--- config.mk ---
export PLATFORM = sky130hd
export DESIGN_NAME = spi_bus_arbiter_flat
export DESIGN_NICKNAME = d
export VERILOG_FILES = /design/src/rtl/spi_bus_arbiter_if.sv /design/src/rtl/spi_bus_arbiter.sv /design/src/flat_wrapper.sv
export SDC_FILE = /design/constraint.sdc
export NUM_CORES = 1
export LEC_CHECK = 0
export CAP_MARGIN = 15
export CORE_MARGIN = 10
export CORE_UTILIZATION = 44
export DETAILED_ROUTE_END_ITERATION = 6
export PLACE_DENSITY = 0.8
export SLEW_MARGIN = 20
export SYNTH_ARGS = -nofsm -noshare
export SYNTH_HDL_FRONTEND = slang
export SYNTH_SLANG_ARGS = --single-unit
--- constraint.sdc ---
create_clock -name clk -period 2.56 [get_ports clk]
set_input_delay 0.256 -clock clk [delete_from_list [all_inputs] [get_ports clk]]
set_output_delay 0.256 -clock clk [all_outputs]
set_load 0.005 [all_outputs]
--- src/rtl/spi_bus_arbiter_if.sv ---
// Bus bundle between the SPI bus arbiter (slave modport) and its requesters plus SPI master (master modport).
interface spi_bus_arbiter_if #(
    parameter int NUM_REQ    = 3,
    parameter int DATA_WIDTH = 16
);
    localparam int IDX_W = (NUM_REQ > 1) ? $clog2(NUM_REQ) : 1;

    // Handshake: req[i] is a level held until req_done[i] pulses; the SPI leg is a
    // one-cycle m_start pulse answered later by a one-cycle m_done pulse with m_rx_data valid.
    logic                           enable;
    logic [NUM_REQ-1:0]             req;
    logic [NUM_REQ*DATA_WIDTH-1:0]  req_tx_data;
    logic [DATA_WIDTH-1:0]          req_rx_data;
    logic [NUM_REQ-1:0]             req_done;
    logic [NUM_REQ-1:0]             req_error;
    logic                           grant_valid;
    logic [IDX_W-1:0]               grant_idx;
    logic                           m_start;
    logic [DATA_WIDTH-1:0]          m_tx_data;
    logic [DATA_WIDTH-1:0]          m_rx_data;
    logic                           m_done;
    logic                           m_cs_n;
    logic [NUM_REQ-1:0]             cs_n_out;

    modport slave (
        input  enable, req, req_tx_data, m_rx_data, m_done, m_cs_n,
        output req_rx_data, req_done, req_error, grant_valid, grant_idx,
               m_start, m_tx_data, cs_n_out
    );

    modport master (
        output enable, req, req_tx_data, m_rx_data, m_done, m_cs_n,
        input  req_rx_data, req_done, req_error, grant_valid, grant_idx,
               m_start, m_tx_data, cs_n_out
    );
endinterface

--- src/rtl/spi_bus_arbiter.sv ---
// Round-robin arbiter sharing one SPI master among NUM_REQ requesters, with a
// per-transaction m_done timeout and combinational chip-select routing.
module spi_bus_arbiter #(
    parameter int NUM_REQ        = 3,
    parameter int DATA_WIDTH     = 16,
    parameter int TIMEOUT_CYCLES = 4096
) (
    input  logic             clk,
    input  logic             rst_n,
    spi_bus_arbiter_if.slave bus,
    output logic [1:0]       state_dbg
);
    localparam int IDX_W = (NUM_REQ > 1) ? $clog2(NUM_REQ) : 1;
    localparam int CNT_W = $clog2(TIMEOUT_CYCLES) + 1;

    typedef enum logic [1:0] {
        ARB_IDLE    = 2'd0,
        ARB_START   = 2'd1,
        ARB_WAIT    = 2'd2,
        ARB_RELEASE = 2'd3
    } arb_state_e;

    arb_state_e            state, state_nxt;
    logic [IDX_W-1:0]      rr_ptr, grant_idx, pick_idx, rr_next;
    logic                  pick_found, done_hit, timeout_hit, grant_valid;
    logic [CNT_W-1:0]      wait_cnt;
    logic [DATA_WIDTH-1:0] m_tx_data, req_rx_data;
    logic [NUM_REQ-1:0]    req_done, req_error, grant_oh, cs_n_out;

    // Descending scan so the requester closest at-or-after rr_ptr is the last assignment.
    always_comb begin
        pick_idx   = rr_ptr;
        pick_found = 1'b0;
        for (int k = NUM_REQ - 1; k >= 0; k--) begin
            if (bus.req[(int'(rr_ptr) + k) % NUM_REQ]) begin
                pick_found = 1'b1;
                pick_idx   = IDX_W'((int'(rr_ptr) + k) % NUM_REQ);
            end
        end
    end

    assign grant_oh    = NUM_REQ'(1) << grant_idx;
    assign rr_next     = (grant_idx == IDX_W'(NUM_REQ - 1)) ? '0 : grant_idx + 1'b1;
    assign done_hit    = (state == ARB_WAIT) && bus.m_done;
    // m_done takes priority over a timeout landing in the same cycle.
    assign timeout_hit = (state == ARB_WAIT) && !bus.m_done &&
                         (wait_cnt == CNT_W'(TIMEOUT_CYCLES - 1));

    always_ff @(posedge clk or negedge rst_n) begin
        if (!rst_n) begin
            state       <= ARB_IDLE;
            rr_ptr      <= '0;
            wait_cnt    <= '0;
            grant_valid <= 1'b0;
            grant_idx   <= '0;
            m_tx_data   <= '0;
            req_rx_data <= '0;
            req_done    <= '0;
            req_error   <= '0;
        end else begin
            state     <= state_nxt;
            req_done  <= '0;
            req_error <= '0;
            if (!bus.enable) begin
                grant_valid <= 1'b0;
                wait_cnt    <= '0;
            end else begin
                case (state)
                    ARB_IDLE: if (pick_found) begin
                        grant_idx   <= pick_idx;
                        grant_valid <= 1'b1;
                        m_tx_data   <= bus.req_tx_data[pick_idx*DATA_WIDTH +: DATA_WIDTH];
                    end
                    ARB_START: wait_cnt <= '0;
                    ARB_WAIT: begin
                        if (done_hit) begin
                            req_rx_data <= bus.m_rx_data;
                            req_done    <= grant_oh;
                        end else if (timeout_hit) begin
                            req_rx_data <= '0;
                            req_done    <= grant_oh;
                            req_error   <= grant_oh;
                        end else begin
                            wait_cnt <= wait_cnt + 1'b1;
                        end
                    end
                    ARB_RELEASE: begin
                        grant_valid <= 1'b0;
                        rr_ptr      <= rr_next;
                    end
                    default: ;
                endcase
            end
        end
    end

    always_comb begin
        state_nxt = state;
        case (state)
            ARB_IDLE:    if (pick_found) state_nxt = ARB_START;
            ARB_START:   state_nxt = ARB_WAIT;
            ARB_WAIT:    if (done_hit || timeout_hit) state_nxt = ARB_RELEASE;
            ARB_RELEASE: state_nxt = ARB_IDLE;
            default:     state_nxt = ARB_IDLE;
        endcase
        if (!bus.enable) state_nxt = ARB_IDLE;
    end

    always_comb begin
        state_dbg = state;
        cs_n_out  = '1;
        for (int i = 0; i < NUM_REQ; i++) begin
            if (grant_valid && (grant_idx == IDX_W'(i))) cs_n_out[i] = bus.m_cs_n;
        end
    end

    assign bus.m_start     = (state == ARB_START);
    assign bus.grant_valid = grant_valid;
    assign bus.grant_idx   = grant_idx;
    assign bus.m_tx_data   = m_tx_data;
    assign bus.req_rx_data = req_rx_data;
    assign bus.req_done    = req_done;
    assign bus.req_error   = req_error;
    assign bus.cs_n_out    = cs_n_out;
endmodule
--- src/flat_wrapper.sv ---
// flat-port wrapper written by rule: the top's interface ports become plain ports
module spi_bus_arbiter_flat 
#(
    parameter int NUM_REQ        = 3,
    parameter int DATA_WIDTH     = 16,
    parameter int TIMEOUT_CYCLES = 4096
)
  (clk, rst_n, state_dbg, bus_enable, bus_req, bus_req_tx_data, bus_m_rx_data, bus_m_done, bus_m_cs_n, bus_req_rx_data, bus_req_done, bus_req_error, bus_grant_valid, bus_grant_idx, bus_m_start, bus_m_tx_data, bus_cs_n_out);
  spi_bus_arbiter_if #(.NUM_REQ(NUM_REQ), .DATA_WIDTH(DATA_WIDTH)) bus_i ();
  input  logic clk;
  input  logic rst_n;
  output logic [1:0] state_dbg;
  input wire logic [$bits(bus_i.enable)-1:0] bus_enable;
  input wire logic [$bits(bus_i.req)-1:0] bus_req;
  input wire logic [$bits(bus_i.req_tx_data)-1:0] bus_req_tx_data;
  input wire logic [$bits(bus_i.m_rx_data)-1:0] bus_m_rx_data;
  input wire logic [$bits(bus_i.m_done)-1:0] bus_m_done;
  input wire logic [$bits(bus_i.m_cs_n)-1:0] bus_m_cs_n;
  output wire logic [$bits(bus_i.req_rx_data)-1:0] bus_req_rx_data;
  output wire logic [$bits(bus_i.req_done)-1:0] bus_req_done;
  output wire logic [$bits(bus_i.req_error)-1:0] bus_req_error;
  output wire logic [$bits(bus_i.grant_valid)-1:0] bus_grant_valid;
  output wire logic [$bits(bus_i.grant_idx)-1:0] bus_grant_idx;
  output wire logic [$bits(bus_i.m_start)-1:0] bus_m_start;
  output wire logic [$bits(bus_i.m_tx_data)-1:0] bus_m_tx_data;
  output wire logic [$bits(bus_i.cs_n_out)-1:0] bus_cs_n_out;
  assign bus_i.enable = bus_enable;
  assign bus_i.req = bus_req;
  assign bus_i.req_tx_data = bus_req_tx_data;
  assign bus_i.m_rx_data = bus_m_rx_data;
  assign bus_i.m_done = bus_m_done;
  assign bus_i.m_cs_n = bus_m_cs_n;
  assign bus_req_rx_data = bus_i.req_rx_data;
  assign bus_req_done = bus_i.req_done;
  assign bus_req_error = bus_i.req_error;
  assign bus_grant_valid = bus_i.grant_valid;
  assign bus_grant_idx = bus_i.grant_idx;
  assign bus_m_start = bus_i.m_start;
  assign bus_m_tx_data = bus_i.m_tx_data;
  assign bus_cs_n_out = bus_i.cs_n_out;
  spi_bus_arbiter #(.NUM_REQ(NUM_REQ), .DATA_WIDTH(DATA_WIDTH), .TIMEOUT_CYCLES(TIMEOUT_CYCLES)) u_core (.clk(clk), .rst_n(rst_n), .bus(bus_i), .state_dbg(state_dbg));
endmodule
# Word-level counts from Yosys, hierarchy flattened
# Cells that the tools add are included.
[op_classes]
add_sub_neg = 4
div = 3
n_lt_le_gt_ge = 3
eq_ne = 12
shift = 2
n_mux = 39
reduce_logical = 17
[ops]
columns = ["op", "n"]
rows = [
  ["$lt A32 B4 Y1 const B", 3],
  ["$mod A32 B3 Y32 const B", 2],
  ["$shiftx A48 B7 Y16", 1],
  ["$mux W13", 3],
  ["$mod A3 B3 Y32 const B", 1],
  ["$mux W16", 2],
  ["$pmux W13 S2", 1],
  ["$mux W3", 7],
  ["$mux W1", 14],
  ["$mux W2", 7],
  ["$add A13 B1 Y13 const B", 1],
  ["$eq A13 B12 Y1 const B", 1],
  ["$ne A3 B3 Y1 const B", 3],
  ["$reduce_and A3 Y1", 3],
  ["$pmux W2 S4", 1],
  ["$bmux W1 S2", 3],
  ["$eq A2 B2 Y1 const B", 3],
  ["$logic_and A1 B1 Y1", 6],
  ["$ne A3 B1 Y1 const B", 2],
  ["$reduce_and A2 Y1", 3],
  ["$eq A2 B1 Y1 const B", 2],
  ["$logic_not A2 Y1", 2],
  ["$add A2 B1 Y3 const B", 1],
  ["$add A2 B2 Y3 const B", 1],
  ["other kinds (7)", 7],
]
[totals]
register_bits = 58
output_inout_bits = 47

# Longest topological paths before layout
[depth]
word_depth = 11
depth_mapped = 11
ltp_nobuf = 8

# Least setup slack after synthesis
# No wires, ideal clock.
[synth_path]
path_type = "register to register"
from = "reg u_core.rr_ptr[0]"
to = "reg u_core.state[1], in the netlist u_core.state_dbg[1]"
arrival_ns = 1.877
required_time_ns = 2.440
setup_slack_ns = 0.562
path_stages_with_launch = 9
synth_period_minus_slack_ns = 1.998
path_cell_list = "dfrtp_1 -> inv_1 -> ha_1 -> buf_6 -> mux2i_1 -> o21a_1 -> nand4_2 -> or2_2 -> a41o_1"
[synth_via]
elab_chain_len = 10
elab_cells_between_ends = 19
cone_classes = "add/sub (2); div (3); eq/ne (1); mux (12); reduce/logical (1)"
[synth_rtl]
columns = ["element", "line", "text"]
rows = [
  ["start: declaration", "spi_bus_arbiter.sv:24", "logic [IDX_W-1:0] rr_ptr, grant_idx, pick_idx, rr_next;"],
  ["start signal: assignment", "spi_bus_arbiter.sv:89", "rr_ptr <= rr_next;"],
  ["$add A2 B2 Y3", "spi_bus_arbiter.sv:35", "if (bus.req[(int'(rr_ptr) + k) % NUM_REQ]) begin"],
  ["$mod A32 B3 Y32", "spi_bus_arbiter.sv:35", ""],
  ["$bmux W1 S2", "spi_bus_arbiter.sv:35", ""],
  ["$mux W1 (not written as such) (2 in a row)", "spi_bus_arbiter.sv:35", ""],
  ["$mux W1 (2 in a row)", "spi_bus_arbiter.sv:35", ""],
  ["$mux W1 *", "spi_bus_arbiter.sv:35", ""],
  ["$ne A3 B2 Y1 (no line) *", "--", ""],
  ["$reduce_and A2 Y1 (no line) *", "--", ""],
  ["end signal: assignment", "spi_bus_arbiter.sv:61", "state <= state_nxt;"],
  ["end: declaration", "spi_bus_arbiter.sv:23", "arb_state_e state, state_nxt;"],
]
# Mark *: on every way between the ends. The rest lies on a longest branch, timed or not. The select of a mux whose other input is x is not followed.
# A chain may end at the register's enable or synchronous reset.

# Worst setup path in the final report
[layout_path]
from = "reg u_core.rr_ptr[0]"
to = "reg u_core.m_tx_data[5], in the netlist u_core.bus.m_tx_data[5]"
[layout_via]
elab_chain_len = 9
elab_cells_between_ends = 22
cone_classes = "add/sub (2); div (3); shift (1); mux (15); reduce/logical (1)"
[layout_rtl]
columns = ["element", "line", "text"]
rows = [
  ["$add A2 B2 Y3", "spi_bus_arbiter.sv:35, spi_bus_arbiter.sv:37", ""],
  ["$mod A32 B3 Y32", "spi_bus_arbiter.sv:35, spi_bus_arbiter.sv:37", ""],
  ["$bmux W1 S2", "spi_bus_arbiter.sv:35", ""],
  ["$mux W1 (not written as such) (2 in a row)", "spi_bus_arbiter.sv:35", ""],
  ["$mux W2 or $mux W1 (tied branches) (3 in a row)", "spi_bus_arbiter.sv:35", ""],
  ["$shiftx A48 B7 Y16 or $reduce_and A3 Y1 (tied branches)", "--", ""],
  ["end signal: assignment", "spi_bus_arbiter.sv:72", "m_tx_data <= bus.req_tx_data[pick_idx*DATA_WIDTH +: DATA_WIDTH];"],
  ["end: declaration", "spi_bus_arbiter.sv:27", "logic [DATA_WIDTH-1:0] m_tx_data, req_rx_data;"],
]
# Parallel ways exist; a longest one is shown, timed or not. The select of a mux whose other input is x is not followed.

==> qor.yml <==
netlist_area_um2: 3102
crit_required_ns: 2.77
dp_hpwl_um: 6701
cts.path.max_buffers: 2
clk_latency_ns: 0.35
synth_edf_count: 0
ff2ff_setup_slack_ns: 0.19
cts_hold_buffers: 0
peakVddDrop_mv: 0.5916
grt_max_degree: 59
clock_skew_ns: 0.01481
post_cts_buffers: 0
cp_slowest_cell: "ha_2"
antenna_found_initial: 0
drt_iter0_drc: 133
cp_max_fo: 17
start_util_pct: 45.40
grt_pass1_wl_um: 14670
fmax_mhz: 421.3
dr.pass1.iters: 5
yosysSeqAreaShare_pct: 46.79
place_congestion: 0.8680
finalWirelength_um: 8976
synth_async_sr_flop_share_pct: 100.0
synth_flop_cell: "dfrtp_1"
criticalPathCategory: "register to register"
core-area_um2: 6832
setup_viol: 0
yosysWarnings: 0
worstHoldPathType: "primary input to async pin"
fin_setup_tns_ns: 0
grt_overflow: 0
ys_seq_elements: 58
fillers: 534
wire_per_inst_um: 17.06
num_vias: 2721
syn_avg_cell_area_um2: 10.14
ys_types: 46
synth_top_area_share_pct: 46.79
crit_chain: "inv_1 > ha_2 > nor2b_1 > o21ai_0 > o2111ai_1 > o311ai_4 > buf_4 > mux2i_1 > o21ai_1"
drive_above_1_share_pct: 10.47
maxSlewViolCount: 0
rows: 30
root_buffer: "clkbuf_8"
cpPeakStageDelay_ns: 0.47
cts.sinks: 58
p_per_area_nw_per_um2: 988.3
worst_slew_pin_slew_ns: 0.7983
cts.clk_slew.worst_paths_ns: 0.08
cts_htree_levels: 3
diodes: 0
relSlewSlack_pct: 46.42
layout_min_cycle_time_ns: 2.374
boundaryPins: 119
dieArea_um2: 10810
syn_nets: 386
fin_util_pct: 66.30
start_kind: "register"
synth_common_cells: "58 x dfrtp_1, 28 x o21ai_0, 25 x inv_1, 23 x nand3_1, 19 x mux2i_1"
synth_area_leaders: "dfrtp_1 47%, mux2i_1 6.1%, o21ai_0 4.5%"
worst_setup_path_end_kind: "register"
area_growth_pct: 46.03
tritoncts: "yes"
fp.dieH_um: 104.0
rsz0062_at_grt: "false"
port_buffers: 118
netlist_instances: 306
grt_util_all_layers_pct: 16.65
fin_hold_ws_ns: 0.04702
die_x_um: 104.0
min_period_over_period_pct: 92.72
nNetsFinal: 505
synth_top_cell_by_area: "dfrtp_1"
drt-vias-per-instance: 5.173
hold_viol_final: 0
arrival_ns: 2.58
cts_made_buffers: 9
drc: 0
cap_violations: 0
first_global_vias: 2924
p_leak_uw: 0.001927
yosysMostFrequentCell: "dfrtp_1"
ant_nets: 0
outcome: "finished clean"
==> cells in the final DEF (no fill, tap or decap), types with 3 or more instances in the layout <==
cell / count
o21ai_1: 11
nand3b_1: 3
xor2_1: 8
a22oi_1: 7
clkbuf_8: 10
o21ai_0: 27
ha_1: 7
dfrtp_1: 58
a22oi_2: 9
nand3_1: 23
nor2b_1: 5
nand2b_1: 6
nand4_1: 3
nor2_1: 17
nor4_1: 3
mux2i_1: 19
nand2_1: 12
a21oi_1: 10
a21o_1: 3
inv_1: 25
xnor2_1: 3
nor3_1: 4
buf_4: 6
clkdlybuf4s50_1: 117
==> cell type report <==
| type | count | area [um2] | area share [%] |
|---|---|---|---|
| Timing Repair Buffer | 124 | 1221 | 26.96 |
| Sequential cell | 58 | 1451 | 32.04 |
| Clock buffer | 10 | 137.6 | 3.039 |
| Tap cell | 96 | 120.1 | 2.652 |
| Clock inverter | 6 | 65.06 | 1.436 |
| Multi-Input combinational cell | 207 | 1440 | 31.80 |
| Inverter | 25 | 93.84 | 2.072 |
==> metrics by stage <==
step | cells | setup slack (ns) | area (um2) | power [uW]
5_1_grt | 526 | 0.03229 | 4529 | 4804
3_3_place_gp | 510 | 0.2886 | 4324 | 3550
2_1_floorplan | 306 | 0.5621 | 3102 | 2750
3_5_place_dp | 510 | 0.1089 | 4324 | 3625
6_report | 526 | 0.1863 | 4529 | 4476
4_1_cts | 526 | 0.1070 | 4527 | 4513
==> worst max-delay path, delay by kind of cell (launching register included) <==
kind | cells | cell delay, ns
mux | 1 | 0.26
buf+inv | 2 | 0.42
simple gates | 1 | 0.07
flops | 1 | 0.40
compound gates | 4 | 0.61
fa+ha+maj | 1 | 0.47
==> per-layer routing <==
| metal | track usage [%] | wire length (um) |
|---|---|---|
| met1 | 18.55 | 3596 |
| met2 | 26.17 | 4255 |
| met3 | 8.488 | 944 |
| met4 | 7.157 | 178 |
| met5 | 0 | 0 |
==> cell families after synthesis <==
group | count (synthesis) | share of synthesized area [%]
AND/OR/NAND/NOR | 90 | 16.06
AO/OA/AOI/OAI | 78 | 16.90
flip-flops | 58 | 46.79
buffers and inverters | 41 | 7.422
multiplexers | 20 | 6.494
XOR/XNOR | 11 | 3.106
adder cells (fa/ha/maj) | 8 | 3.227
==> registers in the layout (all words and copies together) (netlist names) <==
signal / cells
u_core.bus.grant_idx: 2
u_core.rr_ptr: 2
u_core.bus.req_done: 3
u_core.bus.req_rx_data: 16
u_core.bus.req_error: 3
u_core.state_dbg: 2
u_core.bus.m_tx_data: 16
u_core.bus.grant_valid: 1
u_core.wait_cnt: 13
==> power by group <==
| part | internal, uW | total, uW | switching, uW |
|---|---|---|---|
| combinational | 1170 | 2210 | 1040 |
| sequential | 1190 | 1390 | 203 |
| clock | 477 | 876 | 399 |
| total | 2840 | 4480 | 1640 |
==> final timing paths <==
path / start / end / cells after the start
worst max-delay path: u_core.rr_ptr[0] / u_core.bus.m_tx_data[5] / 9
worst min-delay path: rst_n / u_core.bus.req_rx_data[3] / 2
worst max register to register: u_core.rr_ptr[0] / u_core.bus.m_tx_data[5] / 9
worst min register to register: u_core.wait_cnt[0] / u_core.wait_cnt[0] / 1
max in group asynchronous: rst_n / u_core.bus.m_tx_data[9] / 2
min in group clk: bus_m_rx_data[9] / u_core.bus.req_rx_data[9] / 3
==> what timing repair did <==
action,in CTS,in global routing
resized for setup,0,1
endpoints found under the hold margin,0,0
setup endpoints to repair,0,15
Power figures use the tool's default switching activity.
